**config.mk**
```make
export PLATFORM = sky130hd
export DESIGN_NAME = pc_sequencer
export DESIGN_NICKNAME = d
export VERILOG_FILES = /design/src/rtl/pc_seq_pkg.sv /design/src/rtl/event_counter.sv /design/src/rtl/pc_sequencer.sv
export SDC_FILE = /design/constraint.sdc
export NUM_CORES = 1
export LEC_CHECK = 0
export BUFFER_PORTS_ARGS = -buffer_cell sky130_fd_sc_hd__buf_2
export CAP_MARGIN = 20
export CORE_MARGIN = 1.5
export CORE_UTILIZATION = 31
export DETAILED_ROUTE_END_ITERATION = 6
export GPL_TIMING_DRIVEN = 0
export PLACE_DENSITY = 0.49
export SYNTH_ARGS = -nofsm -noshare
export SYNTH_HDL_FRONTEND = slang
export SYNTH_SLANG_ARGS = --single-unit
export TNS_END_PERCENT = 1
```
**constraint.sdc**
```tcl
create_clock -name clk -period 3.4 [get_ports clk]
set_input_delay 0.17 -clock clk [delete_from_list [all_inputs] [get_ports clk]]
set_output_delay 0.17 -clock clk [all_outputs]
set_load 0.02 [all_outputs]
```
**src/rtl/pc_seq_pkg.sv**
```systemverilog
// Shared types and constants for the fetch PC sequencer.
// Holds the sequencer state encoding and the alignment helper.
package pc_seq_pkg;

  typedef enum logic [1:0] {
    BOOT       = 2'd0,
    RUN        = 2'd1,
    HOLD_REDIR = 2'd2,
    FAULT      = 2'd3
  } pc_seq_state_e;

  localparam logic [31:0] INSTR_BYTES = 32'd4;
  localparam logic [31:0] ALIGN_MASK  = 32'h0000_0003;

  function automatic logic is_misaligned(input logic [31:0] addr);
    return ((addr & ALIGN_MASK) != 32'd0);
  endfunction

endpackage

```
**src/rtl/event_counter.sv**
```systemverilog
// Free-running wrap-around event counter with a count enable.
// The count is held in a register and driven straight to the output.
module event_counter #(
  parameter int CNT_W = 16
) (
  input  logic             clk,
  input  logic             rst_n,
  input  logic             en,
  output logic [CNT_W-1:0] count
);

  logic [CNT_W-1:0] count_r;

  // Count register: increments on enable, wraps at 2^CNT_W.
  always_ff @(posedge clk or negedge rst_n) begin
    if (!rst_n) begin
      count_r <= '0;
    end else if (en) begin
      count_r <= count_r + CNT_W'(1);
    end else begin
      count_r <= count_r;
    end
  end

  assign count = count_r;

endmodule

```
**src/rtl/pc_sequencer.sv**
```systemverilog
// Fetch PC owner: issues sequential fetch requests, applies execute-stage
// redirects (static not-taken prediction) and pulses the pipeline flushes.
module pc_sequencer
  import pc_seq_pkg::*;
#(
  parameter logic [31:0] RESET_PC = 32'h0000_0000,
  parameter int          CNT_W    = 16
) (
  input  logic             clk,
  input  logic             rst_n,
  output logic             fetch_req_valid,
  input  logic             fetch_req_ready,
  output logic [31:0]      fetch_addr,
  input  logic             stall,
  input  logic             br_valid,
  input  logic [31:0]      br_pc,
  input  logic [31:0]      br_pc_next,
  output logic             flush_if_id,
  output logic             flush_id_ex,
  output logic             misalign_err,
  output logic [CNT_W-1:0] br_count,
  output logic [CNT_W-1:0] mispred_count
);

  pc_seq_state_e state_r, state_s;
  logic [31:0]   addr_r, addr_s;
  logic [31:0]   target_r, target_s;
  logic [31:0]   hold_tgt_s;
  logic          valid_r, valid_s;
  logic          flush_if_r, flush_if_s;
  logic          flush_ex_r, flush_ex_s;
  logic          misalign_r, misalign_s;
  logic          fault_pend_r, fault_pend_s;
  logic          br_en_s, mis_en_s;
  logic          redirect_s, bad_tgt_s;
  logic          hs_s, held_s;

  assign redirect_s = br_valid && (br_pc_next != (br_pc + INSTR_BYTES));
  assign bad_tgt_s  = is_misaligned(br_pc_next);
  assign hs_s       = valid_r && fetch_req_ready;
  assign held_s     = valid_r && !fetch_req_ready;

  // Next-state, next-address, request valid and flush decode.
  always_comb begin
    state_s      = state_r;
    addr_s       = addr_r;
    target_s     = target_r;
    valid_s      = valid_r;
    flush_if_s   = 1'b0;
    flush_ex_s   = 1'b0;
    misalign_s   = misalign_r;
    fault_pend_s = fault_pend_r;
    br_en_s      = 1'b0;
    mis_en_s     = 1'b0;
    hold_tgt_s   = target_r;

    case (state_r)
      BOOT: begin
        state_s = RUN;
        valid_s = !stall;
      end

      RUN: begin
        br_en_s  = br_valid;
        mis_en_s = redirect_s;
        if (redirect_s && bad_tgt_s) begin
          flush_if_s = 1'b1;
          flush_ex_s = 1'b1;
          misalign_s = 1'b1;
          // A request already on the bus is allowed to finish before faulting.
          if (held_s) begin
            fault_pend_s = 1'b1;
            valid_s      = 1'b1;
            state_s      = HOLD_REDIR;
          end else begin
            valid_s = 1'b0;
            state_s = FAULT;
          end
        end else if (redirect_s) begin
          flush_if_s = 1'b1;
          flush_ex_s = 1'b1;
          if (held_s) begin
            target_s = br_pc_next;
            valid_s  = 1'b1;
            state_s  = HOLD_REDIR;
          end else begin
            addr_s  = br_pc_next;
            valid_s = !stall;
          end
        end else begin
          if (hs_s) begin
            addr_s = addr_r + INSTR_BYTES;
          end else begin
            addr_s = addr_r;
          end
          valid_s = held_s || !stall;
        end
      end

      HOLD_REDIR: begin
        if (fault_pend_r) begin
          if (hs_s) begin
            fault_pend_s = 1'b0;
            valid_s      = 1'b0;
            state_s      = FAULT;
          end else begin
            valid_s = 1'b1;
          end
        end else begin
          br_en_s  = br_valid;
          mis_en_s = redirect_s;
          if (redirect_s && bad_tgt_s) begin
            flush_if_s = 1'b1;
            flush_ex_s = 1'b1;
            misalign_s = 1'b1;
            if (held_s) begin
              fault_pend_s = 1'b1;
              valid_s      = 1'b1;
            end else begin
              valid_s = 1'b0;
              state_s = FAULT;
            end
          end else begin
            // Newest redirect replaces the latched target.
            if (redirect_s) begin
              hold_tgt_s = br_pc_next;
              flush_if_s = 1'b1;
              flush_ex_s = 1'b1;
            end else begin
              hold_tgt_s = target_r;
            end
            if (hs_s) begin
              addr_s     = hold_tgt_s;
              flush_if_s = 1'b1;
              valid_s    = !stall;
              state_s    = RUN;
            end else begin
              target_s = hold_tgt_s;
              valid_s  = 1'b1;
            end
          end
        end
      end

      FAULT: begin
        valid_s = 1'b0;
      end

      default: begin
        valid_s = 1'b0;
        state_s = FAULT;
      end
    endcase
  end

  // Sequencer state and registered outputs.
  always_ff @(posedge clk or negedge rst_n) begin
    if (!rst_n) begin
      state_r      <= BOOT;
      addr_r       <= RESET_PC;
      target_r     <= 32'd0;
      valid_r      <= 1'b0;
      flush_if_r   <= 1'b0;
      flush_ex_r   <= 1'b0;
      misalign_r   <= 1'b0;
      fault_pend_r <= 1'b0;
    end else begin
      state_r      <= state_s;
      addr_r       <= addr_s;
      target_r     <= target_s;
      valid_r      <= valid_s;
      flush_if_r   <= flush_if_s;
      flush_ex_r   <= flush_ex_s;
      misalign_r   <= misalign_s;
      fault_pend_r <= fault_pend_s;
    end
  end

  event_counter #(.CNT_W(CNT_W)) u_br_cnt (
    .clk   (clk),
    .rst_n (rst_n),
    .en    (br_en_s),
    .count (br_count)
  );

  event_counter #(.CNT_W(CNT_W)) u_mispred_cnt (
    .clk   (clk),
    .rst_n (rst_n),
    .en    (mis_en_s),
    .count (mispred_count)
  );

  assign fetch_req_valid = valid_r;
  assign fetch_addr      = addr_r;
  assign flush_if_id     = flush_if_r;
  assign flush_id_ex     = flush_ex_r;
  assign misalign_err    = misalign_r;

endmodule

```
-- Word-level counts from Yosys, hierarchy flattened
Index checks and enable logic that the tools add are counted.
- register bits: 103
- input port bits: 69
- output and inout bits: 68
- word-level logic and storage cells: 104
- add/subtract/negate cells: 4
- eq/ne operators: 19
- multiplexer cells: 55
- reductions and logical operators: 16
- operator list (cell ; number):
    32-bit 2-to-1 mux ; 14
    32-bit one-hot mux with 2 select lines ; 2
    32-bit by 3-bit adder with 32-bit output (second input constant) ; 2
    16-bit by 1-bit adder with 16-bit output (second input constant) ; 2
    32-bit != test ; 1
    32-bit nonzero test ; 1
    1-bit 2-to-1 mux ; 23
    3-bit != test (second input constant) ; 6
    2-bit 2-to-1 mux ; 8
    2-bit != test (second input constant) ; 8
    7-bit AND reduction ; 2
    1-bit one-hot mux with 2 select lines ; 6
    2-bit one-hot mux with 3 select lines ; 1
    6-bit AND reduction ; 1
    2-bit equality test (second input constant) ; 2
    1-bit logical AND ; 4
    4-bit != test (second input constant) ; 1
    1-bit one-hot mux with 4 select lines ; 1
    3-bit AND reduction ; 1
    3-bit nonzero test ; 1
    2-bit by 1-bit equality test with 1-bit output (second input constant) ; 1
    1-bit zero test ; 2
    2-bit zero test ; 1
    2-bit AND reduction ; 1
    other kinds (2) ; 2

-- Longest topological paths before layout
Gate-level depths: netlist of the first run.
- depth after elaboration: 8
- depth in mapped cells: 14
- depth with buffers taken out: 10

-- By module
From an unflattened synthesis of the first run, not the netlist that was laid out.
- cells, all modules: 683
- area total of the unflattened synthesis: 6467.5 um2
- modules (own cells, without submodules) (module ; times used ; cells an instance ; area an instance (um2) ; seq. area each (um2)):
    pc_sequencer ; 1 ; 571 ; 5076.1 ; 1776.7
    event_counter ; 2 ; 56 ; 695.7 ; 400.4

-- Worst setup path before layout of the first run
Ideal clock, no wire load.
- path type: input to register
- start point: input br_pc[2]
- end point: register addr_r[14], in the netlist fetch_addr[14]
- library setup time: 0.128 ns
- arrival: 2.975 ns
- required time: 3.272 ns
- slack: 0.297 ns
- cell stages on the path: 13
- path buffers: 3
- cells stage by stage: ha_1 clkbuf_1 nand4_2 nor3_4 a31oi_1 or4_1 nor3_2 a41o_1 o311a_1 buf_4 o22a_4 buf_6 mux2_1
- longest elaborated chain between the ends: 8
- elaborated cells between the ends (all ways): 16
- classes of those cells: add/sub (1); eq/ne (5); mux (7); reduce/logical (3)
- ends and longest elaborated chain (item ; RTL line ; source):
    start: declaration ; pc_sequencer.sv:16 ; input logic [31:0] br_pc,
    32-bit by 3-bit adder with 32-bit output (*) ; pc_sequencer.sv:38 ; assign redirect_s = br_valid && (br_pc_next != (br_pc + INSTR_BYTES));
    32-bit != test (*) ; pc_sequencer.sv:38 ;
    1-bit logical AND (*) ; pc_sequencer.sv:38 ;
    32-bit 2-to-1 mux ; pc_sequencer.sv:125 ; if (redirect_s) begin
    32-bit 2-to-1 mux ; pc_sequencer.sv:132 ; if (hs_s) begin
    32-bit 2-to-1 mux ; pc_sequencer.sv:112 ; if (redirect_s && bad_tgt_s) begin
    32-bit 2-to-1 mux ; pc_sequencer.sv:101 ; if (fault_pend_r) begin
    32-bit one-hot mux with 2 select lines ; pc_sequencer.sv:57 ; case (state_r)
    end signal: assignment ; pc_sequencer.sv:169 ; addr_r <= addr_s;
    end: declaration ; pc_sequencer.sv:26 ; logic [31:0] addr_r, addr_s;
Mark *: on every way between the ends. The rest lies on a longest branch, timed or not. The select of a mux whose other input is x is not followed.
A chain may end at the register's enable or synchronous reset.

-- Worst setup path in the final report of the first run
- start point: input br_pc[7]
- end point: register addr_r[5], in the netlist fetch_addr[5]
Same word-level chain as after synthesis.

==> results.txt, run 1 <==
----------------------------------------------------
[Clocking]
  Number of levels in the clock H-tree ... 3
  Number of buffers created by CTS ... 9
  Number of buffers on the longest clock path ... 2
  Cell chosen for the clock root ... sky130_fd_sc_hd__clkbuf_16
  TritonCTS clock tree ... done
  Total clock sinks ... 103
  Clock Pin Slew Worst Setup and Hold Paths ... 0.07 ns
  Worst-Skew Late Latency ... around 0.35 ns

[Setup path]
  Delay contributed by the slowest stage of the critical path ... around 0.61 ns
  Critical Path Start Type ... input port
  Crit. End Element ... register
  Required time of the critical path ... 3.63 ns
  Top delay family on crit path ... simple AND/OR/NAND/NOR gates
  Buffers & Inverters on Critical Path ... 3
  Critical path data arrival time ... around 3.4 ns
  Setup slack on the worst flop-to-flop path ... between 0.4 and 0.5 ns
  Slowest cell on crit path ... sky130_fd_sc_hd__nor4_4
  Startpoint-to-endpoint class of the critical path ... input port to register
  Cell Chain, Critical Path ... buf_2 > nand4_2 > nor4_4 > nand4_1 > or3_1 > a22oi_2 > a41o_4 > o311a_1 > buf_4 > o22a_4 > buf_6 > mux2_1
  Worst-path fanout max ... 10

[Outcome]
  Run status ... finished clean

[Die]
  Placeable core region ... approximately 22000 sq um
  Die extent in y ... 152 um
  Die width ... around 150 um
  I/O pin cnt ... 137
  Die outline area ... roughly 23000 sq um
  Row Count ... 54
  Starting utilization of the core area ... about a third

[Cells and area]
  # diodes ... 0
  Layout cells sized above 1 ... 29.0%
  # nets final ... slightly above 900
  Filler cell count in the final layout ... ~2300
  Area overhead of the layout relative to synthesis ... 21.1%
  Final std cell area, no fill ... a little over 8000 sq um

[Synth]
  Avg Synthesized Cell Area ... between 9 and 10 sq um
  Number of flops mapped to enable cells by yosys ... 0
  Ys async rst share ... 100%
  Yosys Warn Count ... 0
  Synth Cell Area ... slightly below 7000 sq um
  Syn Inst Count ... 708
  Number of nets produced by synthesis ... 784
  Synth unique cells ... between 70 and 80
  Flop and latch count out of synthesis ... between 100 and 150
  Main synth FF type ... sky130_fd_sc_hd__dfrtp_1
  Share of the yosys chip area belonging to registers ... 37.7%

[Timing]
  Worst Skew ... ~0.0053 ns
  Final hold viol count ... 0
  Crit share post-route ... a little over nine tenths
  Top achievable clock speed ... between 300 and 400 MHz
  RSZ-0062 raised after global routing ... false
  Count of endpoints failing setup in the final report ... 0
  Time the final worst path needs with I/O delays and setup ... ~3.2 ns
  Number of max-slew violations in the final report ... 0
  Max transition margin ... 44.9%
  Pin slew with the least headroom to its limit ... 0.826 ns

[Global route]
  Pin count of the biggest net entering global routing ... 62
  Residual overflow from global routing ... 0
  Total routing usage reported by global routing ... a little under a fifth
  Number of global-route vias before repair ... about 5700
  Antenna violations before repair ... 1
  First-pass GRT wire length ... around 32000 um

[Detailed routing]
  Number of design-rule violations left by the first detailed-router iteration ... about 250
  1st-pass router iterations ... 5
  Average detailed-routed wire length per instance ... between 15 and 20 um
  Number of vias per cell after detailed routing ... approximately 5.3
  Number of design rule violations left after detail routing ... 0
  Wire length after detailed routing ... roughly 21000 um
  Overall via count from detail_route ... 6005
  Number of routed nets with antenna violations ... 0

[Pwr]
  Total power of the final layout ... ~5700 uW
  Maximum vdd drop ... approximately 0.38 mV
  Lkg Pwr ... 0.00364 uW
  Pwr dens ... slightly below 700 nW/um^2

[Place]
  Post-Place Cell Area ... 7890 sq um
  Number of I/O port buffers ... 133
  Placer Congestion ... around 0.83
  Total half-perimeter wirelength after legalization and detailed placement ... 15800 um

[Flow run]
  Total of max-cap violations ... 0

[Worst hold path]
  Min-delay worst type ... input port to register

----------------------------------------------------
[repair_timing]
action | in CTS | in global routing
gates resized for setup | 4 | 10
pin swaps | 1 | 2
buffers inserted | 3 | 0
hold buffers | 1 | 0
endpoints found under the setup margin | 56 | 55
endpoints found under the hold margin | 60 | 0
[through the flow]
stage | std cells | worst slack, ns | hold WS [ns] | TNS (ns) | util (%)
floorplan | 708 | 0.297 | -0.126 | 0 | -
global placement | 1121 | -0.602 | 0.456 | -35.41 | 36.1
detailed placement | 1122 | -0.602 | 0.327 | -32.88 | 36.3
CTS | 1142 | 0.123 | 0.0873 | 0 | 37.8
global route | 1142 | 0.00170 | 0.107 | 0 | 38.1
finish | 1142 | 0.189 | 0.102 | 0 | 38.1
[cell type report]
cell class | instances | area, sq um | share of cell area [%]
buffer | 33 | 170 | 2.05
clock buffer | 12 | 246 | 2.97
clock inverter | 4 | 45.0 | 0.543
inverter | 15 | 56.3 | 0.679
multi-input combinational | 557 | 4110 | 49.6
sequential | 103 | 2580 | 31.1
tap | 280 | 350 | 4.23
timing repair buffer | 138 | 728 | 8.79
[synthesized netlist by cell type, types with 5 or more instances]
cell type                    n  area [sq um]
sky130_fd_sc_hd__nand2_1    69           259
sky130_fd_sc_hd__nor3_1     19          95.1
sky130_fd_sc_hd__and2_1     11          68.8
sky130_fd_sc_hd__buf_2      14          70.1
sky130_fd_sc_hd__mux2_1     23           259
sky130_fd_sc_hd__dfrtp_1   103          2580
sky130_fd_sc_hd__o32ai_1     8          70.1
sky130_fd_sc_hd__ha_1        7          87.6
sky130_fd_sc_hd__a21oi_1    19          95.1
sky130_fd_sc_hd__a211oi_1    7          52.6
sky130_fd_sc_hd__clkbuf_1   14          52.6
sky130_fd_sc_hd__nor2_1     28           105
sky130_fd_sc_hd__inv_1      15          56.3
sky130_fd_sc_hd__nor4_1      8          50.1
sky130_fd_sc_hd__xnor2_1    46           403
sky130_fd_sc_hd__o21ai_0    36           180
sky130_fd_sc_hd__and4_1     15           131
sky130_fd_sc_hd__mux2i_1     5          50.1
sky130_fd_sc_hd__nand4_1    27           169
sky130_fd_sc_hd__and3_1     19           119
sky130_fd_sc_hd__nand3_1    30           150
sky130_fd_sc_hd__xor2_1     41           359
sky130_fd_sc_hd__o22ai_1     5          31.3
sky130_fd_sc_hd__mux2_2     53           597
[state kept, by name (all words and copies together) (netlist names)]
name                 count
fault_pend_r             1
u_mispred_cnt.count     16
fetch_addr              32
u_br_cnt.count          16
target_r                32
flush_id_ex              1
flush_if_id              1
fetch_req_valid          1
state_r                  2
misalign_err             1
[final timing paths]
check | from | endpoint | cells past startpoint
worst max-delay path | br_pc[7] | fetch_addr[5]$_DFFE_PN0P_ | 12
worst min-delay path | br_pc_next[23] | target_r[23]$_DFFE_PN0P_ | 2
worst max register to register | state_r[0]$_DFFE_PN0P_ | fetch_addr[27]$_DFFE_PN0P_ | 10
worst min register to register | u_br_cnt.count[15]$_DFFE_PN0P_ | u_br_cnt.count[15]$_DFFE_PN0P_ | 1
max in group asynchronous | rst_n | fetch_addr[17]$_DFFE_PN0P_ | 3
min in group asynchronous | rst_n | u_br_cnt.count[10]$_DFFE_PN0P_ | 2
[layout by cell type (no fill, tap or decap), types with 4 or more instances in the layout]
cell | Yosys | layout
sky130_fd_sc_hd__a21oi_1 | 19 | 18
sky130_fd_sc_hd__mux2i_1 | 5 | 5
sky130_fd_sc_hd__xnor2_1 | 46 | 46
sky130_fd_sc_hd__buf_4 | 1 | 5
sky130_fd_sc_hd__and2_1 | 11 | 11
sky130_fd_sc_hd__o22ai_1 | 5 | 5
sky130_fd_sc_hd__a31oi_1 | 4 | 4
sky130_fd_sc_hd__buf_2 | 14 | 146
sky130_fd_sc_hd__xor2_1 | 41 | 41
sky130_fd_sc_hd__nand2_1 | 69 | 69
sky130_fd_sc_hd__o211ai_1 | 4 | 4
sky130_fd_sc_hd__mux2_1 | 23 | 23
sky130_fd_sc_hd__nor2_1 | 28 | 28
sky130_fd_sc_hd__clkbuf_16 | 0 | 9
sky130_fd_sc_hd__o21ai_0 | 36 | 36
sky130_fd_sc_hd__nand4_1 | 27 | 27
sky130_fd_sc_hd__inv_1 | 15 | 15
sky130_fd_sc_hd__clkbuf_1 | 14 | 14
sky130_fd_sc_hd__and4_1 | 15 | 14
sky130_fd_sc_hd__nor3_1 | 19 | 19
sky130_fd_sc_hd__and3_1 | 19 | 19
sky130_fd_sc_hd__a211oi_1 | 7 | 6
sky130_fd_sc_hd__mux2_2 | 53 | 53
sky130_fd_sc_hd__ha_1 | 7 | 7
sky130_fd_sc_hd__nand3_1 | 30 | 29
sky130_fd_sc_hd__nor4_1 | 8 | 7
sky130_fd_sc_hd__dfrtp_1 | 103 | 103
sky130_fd_sc_hd__nor3b_1 | 4 | 4
sky130_fd_sc_hd__o32ai_1 | 8 | 7
[report_power, final]
group	leakage (uW)	internal (uW)	switching, uW
Clock	0.000146	589	457
Combinational	0.00219	1120	1460
Sequential	0.00131	1640	430
[worst register-to-register path: stages (launching register included)]
cell,delay (ns)
sky130_fd_sc_hd__dfrtp_1,0.39
sky130_fd_sc_hd__inv_1,0.09
sky130_fd_sc_hd__ha_1,0.14
sky130_fd_sc_hd__clkbuf_1,0.30
sky130_fd_sc_hd__clkbuf_1,0.49
sky130_fd_sc_hd__clkbuf_1,0.49
sky130_fd_sc_hd__clkbuf_1,0.46
sky130_fd_sc_hd__nand2_1,0.10
sky130_fd_sc_hd__o311ai_0,0.11
sky130_fd_sc_hd__o21ai_0,0.15
sky130_fd_sc_hd__o32ai_1,0.13
[kinds of logic (layout without fill, tap and decap cells)]
group,Yosys count,after routing,synth area share [%]
xor gates and xnor gates,88,88,11.4
DFF,103,103,37.7
AOI/OAI and AO/OA,124,124,12.3
buffers and inverters,48,202,3.27
muxes,81,81,13.2
adders and majority gates,7,7,1.28
and+or+nand+nor,257,257,20.9
[routing by layer]
metal  global-route usage, %  up-vias  wire length [um]
met5                       0        -                10
met4                    5.43        2               300
met3                    2.66       22              1110
met2                    28.7      169              9380
met1                    25.9     2904              9830
li1                        -     2908                 -
Note: power is estimated with default switching activity, not from simulation.
==> run 2, diff against run 1 <==
BUFFER_PORTS_ARGS = -buffer_cell sky130_fd_sc_hd__buf_4   (was -buffer_cell sky130_fd_sc_hd__buf_2)
==> run 2 against run 1 <==
Compared with the run above: clock power is essentially flat; clock skew is 0.0068 ns higher; first-iteration DRC count rose by 23%; die area did not move; combinational power rose by 6%; flip-flop and latch count unchanged; count of clock-buffer cells in the layout unchanged; sequential power barely moved; largest cell class unchanged; largest power group unchanged.
==> results.txt, run 2 (synthesis gave the netlist of run 1 again) <==
----------------------------------------------------
[Outcome]
  Run status ... finished clean

[Setup path]
  Reg2reg path depth ... 9 (-1)
  Startpoint-to-endpoint class of the critical path ... input port to register
  Cell Chain, Critical Path ... buf_4 > ha_1 > buf_2 > nand4_4 > nor3_4 > buf_12 > a41oi_1 > o211ai_1 > a21oi_2 > a41o_4 > o311a_1 > buf_4 > o22a_4 > buf_6 > mux2_1
  Cell depth of the worst setup path ... 15 (+3)
  Worst-path fanout max ... 10 (unchanged)
  Required time of the critical path ... 3.64 ns (about the same)
  Critical Path Start Type ... input port
  Crit. End Element ... register
  Top delay family on crit path ... compound AO/OA/AOI/OAI gates
  Cell repeated most along the worst path ... sky130_fd_sc_hd__buf_4
  Critical path data arrival time ... 3.46 ns (+0.02 ns)
  Slowest cell on crit path ... sky130_fd_sc_hd__nor3_4
  Buffers & Inverters on Critical Path ... 5 (+2)
  Delay contributed by the slowest stage of the critical path ... 0.34 ns (-0.27 ns)

[Pwr]
  Internal power ... 3460 uW (+3.4%)
  Maximum vdd drop ... 0.342 mV (-9.9%)
  Pwr dens ... 680 nW/um^2 (-1.0%)
  Fraction of power consumed by combinational cells ... 46.7% (+1.5 points)
  Lkg Pwr ... 0.00371 uW (+1.7%)
  Psw ... 2390 uW (+1.6%)
  Sequential cell fraction of total power ... 35.8% (-0.6 points)
  Switching part of the total ... 40.8% (-0.41 points)
  Clk network pwr share ... 17.5% (-0.9 points)

[Timing]
  Final hold viol count ... 0 (unchanged)
  Top achievable clock speed ... 311 MHz (-0.29%)
  Total Neg Setup Slack ... 0 ns (unchanged)
  Pin slew with the least headroom to its limit ... 0.649 ns (-0.177 ns)
  Time the final worst path needs with I/O delays and setup ... 3.22 ns (+0.00929 ns)
  Crit share post-route ... 94.7% (+0.27 points)
  Worst Skew ... 0.0122 ns (+0.00683 ns)
  Count of endpoints failing setup in the final report ... 0 (unchanged)
  Number of max-slew violations in the final report ... 0 (unchanged)
  Max transition margin ... 56.7% (+12 points)
  Tightest hold margin ... 0.0780 ns (-0.0244 ns)
  RSZ-0062 raised after global routing ... false

[Global route]
  Antenna violations before repair ... 0 (-1)
  Number of global-route vias before repair ... 5927 (+4.2%)
  Total routing usage reported by global routing ... 18.7% (+0.40 points)
  Residual overflow from global routing ... 0 (unchanged)
  First-pass GRT wire length ... 32800 um (+2.4%)
  Pin count of the biggest net entering global routing ... 58 (-6.5%)

[Cells and area]
  Final standard cell count with taps included and fillers excluded ... 1139 (-0.26%)
  Final std cell area, no fill ... 8600 sq um (+3.7%)
  Most frequent cells in the layout ... sky130_fd_sc_hd__buf_4, sky130_fd_sc_hd__dfrtp_1, sky130_fd_sc_hd__nand2_1, sky130_fd_sc_hd__mux2_2, sky130_fd_sc_hd__xnor2_1
  Filler cell count in the final layout ... 2263 (unchanged)
  Area overhead of the layout relative to synthesis ... 25.6%
  # nets final ... 930 (-0.32%)
  # diodes ... 0 (unchanged)
  Layout cells sized above 1 ... 28.6% (-0.36 points)
  Most frequent standard cell in the layout excluding fill and tap cells ... sky130_fd_sc_hd__buf_4

[Worst hold path]
  Hold depth ... 2 (unchanged)
  Min-delay worst type ... input port to register

[Detailed routing]
  Number of design rule violations left after detail routing ... 0 (unchanged)
  Number of vias per cell after detailed routing ... 5.30 (+0.75%)
  Average detailed-routed wire length per instance ... 18.4 um (+1.9%)
  1st-pass router iterations ... 4 (-1)
  Wire length after detailed routing ... 21000 um (+1.6%)
  Overall via count from detail_route ... 6034 (+0.48%)
  Number of design-rule violations left by the first detailed-router iteration ... 307 (+23%)
  Number of routed nets with antenna violations ... 0 (unchanged)

[Die]
  Starting utilization of the core area ... 31.5% (unchanged)
  I/O pin cnt ... 137 (unchanged)
  Die outline area ... 23000 sq um (unchanged)
  Die extent in y ... 152 um (unchanged)
  Placeable core region ... 21800 sq um (unchanged)
  Die width ... 152 um (unchanged)
  Row Count ... 54 (unchanged)

[Clocking]
  Number of levels in the clock H-tree ... 3 (unchanged)
  Worst-Skew Late Latency ... 0.36 ns (about the same)
  Total clock sinks ... 103 (unchanged)
  TritonCTS clock tree ... done
  Number of buffers on the longest clock path ... 2 (unchanged)
  Clock Pin Slew Worst Setup and Hold Paths ... 0.08 ns (about the same)
  Number of buffers created by CTS ... 9 (unchanged)
  Cell chosen for the clock root ... sky130_fd_sc_hd__clkbuf_16

[Place]
  Placed insts ... 1122 (unchanged)
  Placer Congestion ... 0.842 (+1.6%)
  Post-Place Cell Area ... 8220 sq um (+4.2%)
  Total half-perimeter wirelength after legalization and detailed placement ... 16000 um (+1.6%)
  Number of I/O port buffers ... 133 (unchanged)

[Flow run]
  Total of max-cap violations ... 0 (unchanged)

----------------------------------------------------
[run 2: per-layer routing]
layer  routed length (um)  vias to the layer above  global-route usage (%)
met5                    0                        -                       0
met4                  277                        0                    5.24
met3                 1200                       15                    3.11
met2                 9680                      169                    30.2
met1                 9810                     2945                    25.7
li1                     -                     2905                       -
[run 2: worst register-to-register path: stages (launching register included)]
cell,delay [ns]
sky130_fd_sc_hd__dfrtp_1,0.47
sky130_fd_sc_hd__and4_1,0.23
sky130_fd_sc_hd__and3_1,0.29
sky130_fd_sc_hd__and4_1,0.40
sky130_fd_sc_hd__nand3_1,0.24
sky130_fd_sc_hd__nor3b_1,0.41
sky130_fd_sc_hd__xnor2_1,0.16
sky130_fd_sc_hd__o21ai_0,0.08
sky130_fd_sc_hd__mux2_2,0.27
sky130_fd_sc_hd__mux2_1,0.28
[run 2: final timing paths]
path | startpoint | endpoint | slack, ns
hold / removal | br_pc_next[9] | target_r[9]$_DFFE_PN0P_ | 0.08
hold reg to reg | u_mispred_cnt.count[15]$_DFFE_PN0P_ | u_mispred_cnt.count[15]$_DFFE_PN0P_ | 0.48
min in group asynchronous | rst_n | u_br_cnt.count[9]$_DFFE_PN0P_ | 0.39
max in group asynchronous | rst_n | fetch_addr[2]$_DFFE_PN0P_ | 2.31
setup reg to reg | fetch_addr[2]$_DFFE_PN0P_ | fetch_addr[31]$_DFFE_PN0P_ | 0.46
setup / recovery | br_pc[2] | fetch_addr[3]$_DFFE_PN0P_ | 0.18
[run 2: power by group through the flow]
stage                     Sequential [uW]  Combinational [uW]  Clock [uW]
after floorplan                      2310                1490           0
after global placement               2110                2730           0
after detailed placement             2110                2740           0
after CTS                            2100                2750        1060
after global routing                 2170                2990        1090
final                                2100                2730        1020
[run 2: through the flow]
| step | worst slack, ns | total power (uW) | utilization [%] |
|---|---|---|---|
| 4_1_cts | 0.0474 | 5900 | 39.2 |
| 3_5_place_dp | -0.551 | 4850 | 37.8 |
| 5_1_grt | 0.0113 | 6250 | 39.5 |
| 2_1_floorplan | 0.297 | 3800 | - |
| 3_3_place_gp | -0.561 | 4840 | 37.7 |
| 6_report | 0.180 | 5850 | 39.5 |
[run 2: layout make-up]
type                    count  area (sq um)  share of cell area [%]
multi-input cells         557          4110                    47.8
flip-flops and latches    103          2580                    30.0
repair buffers            136          1060                    12.3
well taps                 280           350                    4.07
clock buffers              12           256                    2.98
plain buffers              32           165                    1.92
inverters                  15          56.3                   0.655
clock inverters             4          28.8                   0.335
[run 2: what timing repair did]
action                                  CTS  global route
resized for setup                         3             9
hold buffers                              1             0
pin swaps                                 0             3
hold endpoints to repair                 46             0
endpoints found under the setup margin   56            62
buffers inserted                          0             1
